**src/rtl/s_mem_arbiter.sv**
```systemverilog
// S-array RAM arbiter for init/KSA/PRGA: one access per 3+RD_LAT cycles, ack 2+RD_LAT cycles after the IDLE grant; losers wait, no time-out.
// Fixed priority prga > ksa > init; define S_MEM_ARB_RR_EN for round-robin. An owner holding lock excludes all other requesters.
module s_mem_arbiter #(
    parameter int RD_LAT = 1
) (
    input  logic        CLOCK_50,
    input  logic        reset_n,
    input  logic [2:0]  req,
    input  logic [2:0]  lock,
    input  logic [2:0]  wren,
    input  logic [23:0] addr_in,
    input  logic [23:0] wdata_in,
    output logic [2:0]  ack,
    output logic [7:0]  rdata,
    output logic [1:0]  owner,
    output logic        busy,
    output logic [7:0]  mem_addr,
    output logic [7:0]  mem_data,
    output logic        mem_wren,
    input  logic [7:0]  mem_q
);
    localparam logic [1:0] S_IDLE  = 2'd0;
    localparam logic [1:0] S_ISSUE = 2'd1;
    localparam logic [1:0] S_WAIT  = 2'd2;
    localparam logic [1:0] S_RESP  = 2'd3;
    localparam logic [1:0] LAST_CNT = 2'(RD_LAT - 1);

    logic [1:0] state_q, state_d;
    logic [1:0] cnt_q, cnt_d;
    logic [1:0] owner_q, owner_d;
    logic       lock_q, lock_d;
    logic       wr_q, wr_d;
    logic [2:0] ack_q, ack_d;
    logic [7:0] rdata_q, rdata_d;
    logic       busy_q, busy_d;
    logic [7:0] addr_q, addr_d;
    logic [7:0] data_q, data_d;

    logic [3:0] lock_x;
    logic       hold;
    logic [2:0] eligible;
    logic       grant;
    logic [1:0] winner;

    function automatic logic [7:0] lane(input logic [23:0] bus, input logic [1:0] idx);
        case (idx)
            2'd2:    lane = bus[23:16];
            2'd1:    lane = bus[15:8];
            default: lane = bus[7:0];
        endcase
    endfunction

    // owner_q is 3 after reset, so the lock vector is padded to make that index harmless
    assign lock_x = {1'b0, lock};
    assign hold   = lock_q && lock_x[owner_q];

    always_comb begin
        eligible = req;
        if (hold) begin
            eligible = req & (3'b001 << owner_q);
        end
    end

`ifdef S_MEM_ARB_RR_EN
    logic [1:0] ptr_q, ptr_d;
    logic [1:0] cand;

    // descending scan so the candidate nearest ptr+1 is the last assignment to stick
    always_comb begin
        grant  = 1'b0;
        winner = 2'd0;
        cand   = 2'd0;
        for (int k = 3; k >= 1; k--) begin
            cand = 2'((int'(ptr_q) + k) % 3);
            if (eligible[cand]) begin
                grant  = 1'b1;
                winner = cand;
            end
        end
        ptr_d = (state_q == S_IDLE && grant) ? winner : ptr_q;
    end

    always_ff @(posedge CLOCK_50 or negedge reset_n) begin
        if (!reset_n) ptr_q <= 2'd2;
        else          ptr_q <= ptr_d;
    end
`else
    always_comb begin
        grant  = |eligible;
        winner = eligible[2] ? 2'd2 : (eligible[1] ? 2'd1 : 2'd0);
    end
`endif

    always_comb begin
        state_d = state_q;
        cnt_d   = cnt_q;
        owner_d = owner_q;
        lock_d  = lock_q;
        wr_d    = wr_q;
        ack_d   = 3'b000;
        rdata_d = rdata_q;
        addr_d  = addr_q;
        data_d  = data_q;
        case (state_q)
            S_IDLE: begin
                lock_d = hold;
                if (grant) begin
                    state_d = S_ISSUE;
                    owner_d = winner;
                    lock_d  = lock[winner];
                    wr_d    = wren[winner];
                    addr_d  = lane(addr_in, winner);
                    data_d  = lane(wdata_in, winner);
                end
            end
            S_ISSUE: begin
                state_d = S_WAIT;
                cnt_d   = 2'd0;
            end
            S_WAIT: begin
                if (cnt_q == LAST_CNT) begin
                    state_d = S_RESP;
                    ack_d   = 3'b001 << owner_q;
                    if (!wr_q) rdata_d = mem_q;
                end else begin
                    cnt_d = cnt_q + 2'd1;
                end
            end
            default: state_d = S_IDLE;
        endcase
        busy_d = (state_d != S_IDLE);
    end

    always_ff @(posedge CLOCK_50 or negedge reset_n) begin
        if (!reset_n) begin
            state_q <= S_IDLE;
            cnt_q   <= 2'd0;
            owner_q <= 2'd3;
            lock_q  <= 1'b0;
            wr_q    <= 1'b0;
            ack_q   <= 3'b000;
            rdata_q <= 8'h00;
            busy_q  <= 1'b0;
            addr_q  <= 8'h00;
            data_q  <= 8'h00;
        end else begin
            state_q <= state_d;
            cnt_q   <= cnt_d;
            owner_q <= owner_d;
            lock_q  <= lock_d;
            wr_q    <= wr_d;
            ack_q   <= ack_d;
            rdata_q <= rdata_d;
            busy_q  <= busy_d;
            addr_q  <= addr_d;
            data_q  <= data_d;
        end
    end

    assign ack      = ack_q;
    assign rdata    = rdata_q;
    assign owner    = owner_q;
    assign busy     = busy_q;
    assign mem_addr = addr_q;
    assign mem_data = data_q;
    assign mem_wren = (state_q == S_ISSUE) && wr_q;
endmodule

```
**config.mk**
```make
export PLATFORM = sky130hd
export DESIGN_NAME = s_mem_arbiter
export DESIGN_NICKNAME = d
export VERILOG_FILES = /design/src/rtl/s_mem_arbiter.sv
export SDC_FILE = /design/constraint.sdc
export NUM_CORES = 1
export LEC_CHECK = 0
export ABC_AREA = 1
export BUFFER_PORTS_ARGS = -buffer_cell sky130_fd_sc_hd__buf_4
export CORE_MARGIN = 3
export CORE_UTILIZATION = 35
export CTS_CLUSTER_SIZE = 28
export DETAILED_ROUTE_END_ITERATION = 12
export GPL_TIMING_DRIVEN = 0
export HOLD_SLACK_MARGIN = 0.05
export PLACE_DENSITY = 0.65
export SLEW_MARGIN = 20
export SYNTH_ARGS = -nofsm -noshare
export SYNTH_HDL_FRONTEND = slang
export SYNTH_SLANG_ARGS = --single-unit
```
**constraint.sdc**
```tcl
create_clock -name CLOCK_50 -period 4.95 [get_ports CLOCK_50]
set_clock_uncertainty 0.1 [all_clocks]
set_input_delay 1.485 -clock CLOCK_50 [delete_from_list [all_inputs] [get_ports CLOCK_50]]
set_output_delay 1.485 -clock CLOCK_50 [all_outputs]
set_load 0.02 [all_outputs]
```
# After elaboration in Yosys (flattened, before gate mapping)
# Index checks and enable logic that the tools add are counted.
dict set report word_totals {
  reg_bits 36
  inputBits 67
  out_inout_bits 31
  elab_cells 50
}
dict set report classes {
  addsub 1
  order_cmp 2
  n_eq_ne 5
  shift 1
  mux 19
  n_bitwise 2
  n_reduce_logical 10
}
# cell n
set ops {}
lappend ops {{one-hot mux 8 bit (2 select lines)} 2}
lappend ops {{2-to-1 mux 3 bit} 3}
lappend ops {{2-to-1 mux 2 bit} 4}
lappend ops {{binary-select mux 1 bit (select 2 bit)} 3}
lappend ops {{less-than comparator 2 x 3 -> 1 bit (second input constant)} 2}
lappend ops {{one-hot mux 2 bit (3 select lines)} 1}
lappend ops {{2-to-1 mux 1 bit} 5}
lappend ops {{== test 2 x 1 -> 1 bit (second input constant)} 2}
lappend ops {{== test 2 bit (second input constant)} 2}
lappend ops {{zero test 2 bit} 2}
lappend ops {{one-hot mux 2 bit (2 select lines)} 1}
lappend ops {{AND reduction 2 bit} 2}
lappend ops {{nonzero test 2 bit} 2}
lappend ops {{AND 3 bit} 1}
lappend ops {{AND reduction 3 bit} 1}
lappend ops {{OR reduction 3 bit} 1}
lappend ops {{left shift 1 x 2 -> 3 bit (first input constant)} 1}
lappend ops {{adder 2 x 1 -> 2 bit (second input constant)} 1}
lappend ops {{logical AND 1 bit} 2}
lappend ops {{inequality test 2 bit (second input constant)} 1}
lappend ops {{inverter 1 bit} 1}

# Logic depth before layout (Yosys ltp)
dict set report logic_depth {
  word_depth 9
  ltp_mapped 12
  mapped_depth_nobuf 12
}

# Worst setup path before layout
# Ideal clock, no wire load.
dict set report synth_timing {
  path_kind {input port to flip-flop}
  start {input lock[1]}
  end {register addr_q[0] (netlist: mem_addr[0])}
  setup_ns 0.116
  t_arrival_ns 2.398
  required_ns 4.734
  slack_ns 2.336
  path_stages 10
  n_path_buf 2
  cell_sequence {nand3_1 > nand3_2 > nand3_2 > nand2_4 > nand3_4 > nand2_4 > buf_12 > buf_12 > nand2_4 > nand2_2}
}
dict set report synth_via {
  elab_chain_len 8
  elab_cells_between_ends 11
  classes_between {eq/ne: 2; mux: 6; reduce/logical: 3}
}
# element line_no
set synth_lines {}
lappend synth_lines {{from (decl)} 9} ;# input logic [2:0] lock,
lappend synth_lines {{binary-select mux 1 bit (select 2 bit) *} 55} ;# assign hold = lock_q && lock_x[owner_q];
lappend synth_lines {{2-to-1 mux 1 bit (implied by the code) *} 55}
lappend synth_lines {{logical AND 1 bit *} 55}
lappend synth_lines {{2-to-1 mux 3 bit *} 59} ;# if (hold) begin
lappend synth_lines {{2-to-1 mux 1 bit} 90} ;# winner = eligible[2] ? 2'd2 : (eligible[1] ? 2'd1 : 2'd0);
lappend synth_lines {{2-to-1 mux 2 bit} 90}
lappend synth_lines {{== test 2 x 1 -> 1 bit / == test 2 bit (equally long branches)} 46} ;# case (idx)
lappend synth_lines {{one-hot mux 8 bit (2 select lines)} 46}
lappend synth_lines {{to (signal assigned)} 155} ;# addr_q <= addr_d;
lappend synth_lines {{to (decl)} 36} ;# logic [7:0] addr_q, addr_d;
# Every way passes the cells marked *; elsewhere a longest branch is shown, timed or not. The select of a mux whose other input is x is not followed.
# A chain may end at the register's enable or synchronous reset.

# Final worst setup path
dict set report layout_timing {
  start {register state_q[1]}
  end {output mem_wren}
}
dict set report layout_via {
  elab_chain_len 2
}
# element line_no
set layout_lines {}
lappend layout_lines {{from (decl)} 28} ;# logic [1:0] state_q, state_d;
lappend layout_lines {{from (signal assigned)} 147} ;# state_q <= state_d;
lappend layout_lines {{== test 2 x 1 -> 1 bit} 166} ;# assign mem_wren = (state_q == S_ISSUE) && wr_q;
lappend layout_lines {{logical AND 1 bit} 166}
lappend layout_lines {{to (decl)} 19} ;# output logic mem_wren,
# Every way passes these cells.

==> out/metrics.csv <==
metric;value;unit
final_util;52.9;%
numCtsBuffers;5;
synth-seq-cells;36;
ys_seq_area_share;44.3;%
portBuffers;97;
cts_resized;0;
relSlewSlack;69.4;%
worst_hold_slack;387;ps
hpwl;3930;um
clkTransAtPathRegs;70;ps
firstDrtPassIters;4;
clock_sinks;36;
final_nets;418;
cts-root-buf;clkbuf_8;
synth_edf_count;0;
ios;98;
pre_cts_ws;2070;ps
async_flop_share;100;%
start_util;36.6;%
timing.fmax;0.368;GHz
fp.dieW;82.3;um
fill_cells;540;
syn-num-nets;314;
avgRoutedWirePerCell;12.2;um
die_y;82.3;um
diodes;0;
ctsLongestPathBuffers;2;
yosys.area.top_type;dfrtp_1;
htreeDepth;2;
grt_usage;15.5;%
placed_area;2860;um^2
die_area;6780;um^2
synth_top_area_share;41.7;%
grt_overflow;0;
area_delta_synth_final;44.7;%
viasPerCell;4.37;
total_power;1.66;mW
drive_gt1_share;44.7;%
syn-instance-count;242;
layout_setup_ws;2230;ps
rsz0062_at_grt;no;
start_kind;flip-flop;
hold_class;flip-flop to flip-flop;
ant_nets;0;
hold_viol;0;
fin_crit;2720;ps
powerDensity;562;nW/um^2
core;5570;um^2
synth_warnings;0;
instances_no_fill;419;
grt_pass1_vias;1764;
worst_slew_pin_slew;460;ps
power.leakage;1.59;nW
grt_antenna_before_repair;0;
critPathMaxFanout;3;
reg2regPathDepth;6;
cts_tree;yes;
peakVddDrop;0.000216;V
syn_avg_cell_area;8.43;um^2
worstPathRequired;3370;ps
cts_hold_buf;0;
arrival;1130;ps
drtIter0Drc;69;
grt_max_degree;37;
max_cap_viol_count;0;
post_cts_buffers;0;
grt_pass1_wl;8070;um
holdPathStages;1;
slew_violations;0;
synthTopCellsByArea;dfrtp_1 (42%), nand2_1 (18%), nand2_2 (6.1%);
synth_flop_cell;dfrtp_1;
dp.cells;411;
finalSetupTns;0;ps
ys_types;29;
gp_congestion;0.757;
setup_viol;0;
num_rows;27;
vias;1831;
drc;0;
clk_latency;280;ps
period_share;54.9;%
final_area;2950;um^2
netlist_area;2040;um^2
finalWirelength;5100;um
crit_path_end_kind;output port;
status;completed;
worstSetupPathType;flip-flop to output port;
power by group:
| group | leakage (nW) | switching, mW | internal, mW |
|---|---|---|---|
| sequential | 0.443 | 0.0847 | 0.431 |
| clock | 0.0510 | 0.101 | 0.111 |
| combinational | 1.09 | 0.519 | 0.411 |
| total | 1.59 | 0.705 | 0.954 |
worst max-delay path: stages, from the launching register on:
cell and delay [ps]:
dfrtp_1 400, inv_1 80, ha_1 150, nand2_1 50, inv_1 40, buf_4 130
Yosys cell counts, types with 3 or more instances:
library cell / instances
ha_1: 5
inv_1: 15
buf_12: 3
nand2_1: 98
dfrtp_1: 34
nor2_1: 5
nand3_2: 3
nand3_1: 23
nand2_2: 20
o21ai_0: 3
mux2_2: 8
nand2_4: 5
layer usage:
metal	track usage, %	wire length [um]
met4	5.48	39
met1	19.9	2270
met5	0	0
met3	4.23	453
met2	25.0	2340
sequential cells by signal, indices dropped and copies added (netlist names):
register	flops
mem_addr	8
owner	2
state_q	2
cnt_q	2
mem_data	8
lock_q	1
ack	3
rdata	8
wr_q	1
busy	1
layout by cell type, fill, tap and decap left out, drive strengths merged:
cell    instances
dfstp           2
o31ai           1
clkbuf          7
a21oi           2
o21ai           5
dfrtp          34
a21boi          1
ha              5
nand3          27
nor2            6
inv            18
clkinv          2
mux2            8
buf           103
o21bai          1
nand2         123
nand4           1
or2             1
cells by family (layout without fill, tap and decap cells):
logic type                 Yosys count  count (layout)  share of synthesized area (%)
AOI/OAI and AO/OA                   10              10                           2.82
adders and majority gates            5               5                           3.07
buffers and inverters               25             130                           7.98
DFF                                 36              36                           44.3
muxes                                8               8                           4.42
and+or+nand+nor                    158             158                           37.4
final cells by class:
| class | instances | area (um^2) | share of cell area [%] |
|---|---|---|---|
| sequential | 36 | 903 | 30.6 |
| multi-input combinational | 181 | 973 | 33.0 |
| tap | 72 | 90.1 | 3.05 |
| buffer | 7 | 87.6 | 2.97 |
| inverter | 18 | 75.1 | 2.54 |
| clock buffer | 6 | 82.6 | 2.80 |
| timing repair buffer | 97 | 728 | 24.7 |
| clock inverter | 2 | 10.0 | 0.339 |
final timing paths:
path	start	to	slack [ps]
hold reg to reg	cnt_q[0]	cnt_q[0]	390
min in group asynchronous	reset_n	ack[0]	1050
max in group asynchronous	reset_n	owner[1]	3350
setup / recovery	state_q[1]	mem_wren	2230
hold / removal	cnt_q[0]	cnt_q[0]	390
setup reg to reg	state_q[0]	rdata[4]	2980
(Power assumes the default switching activity.)
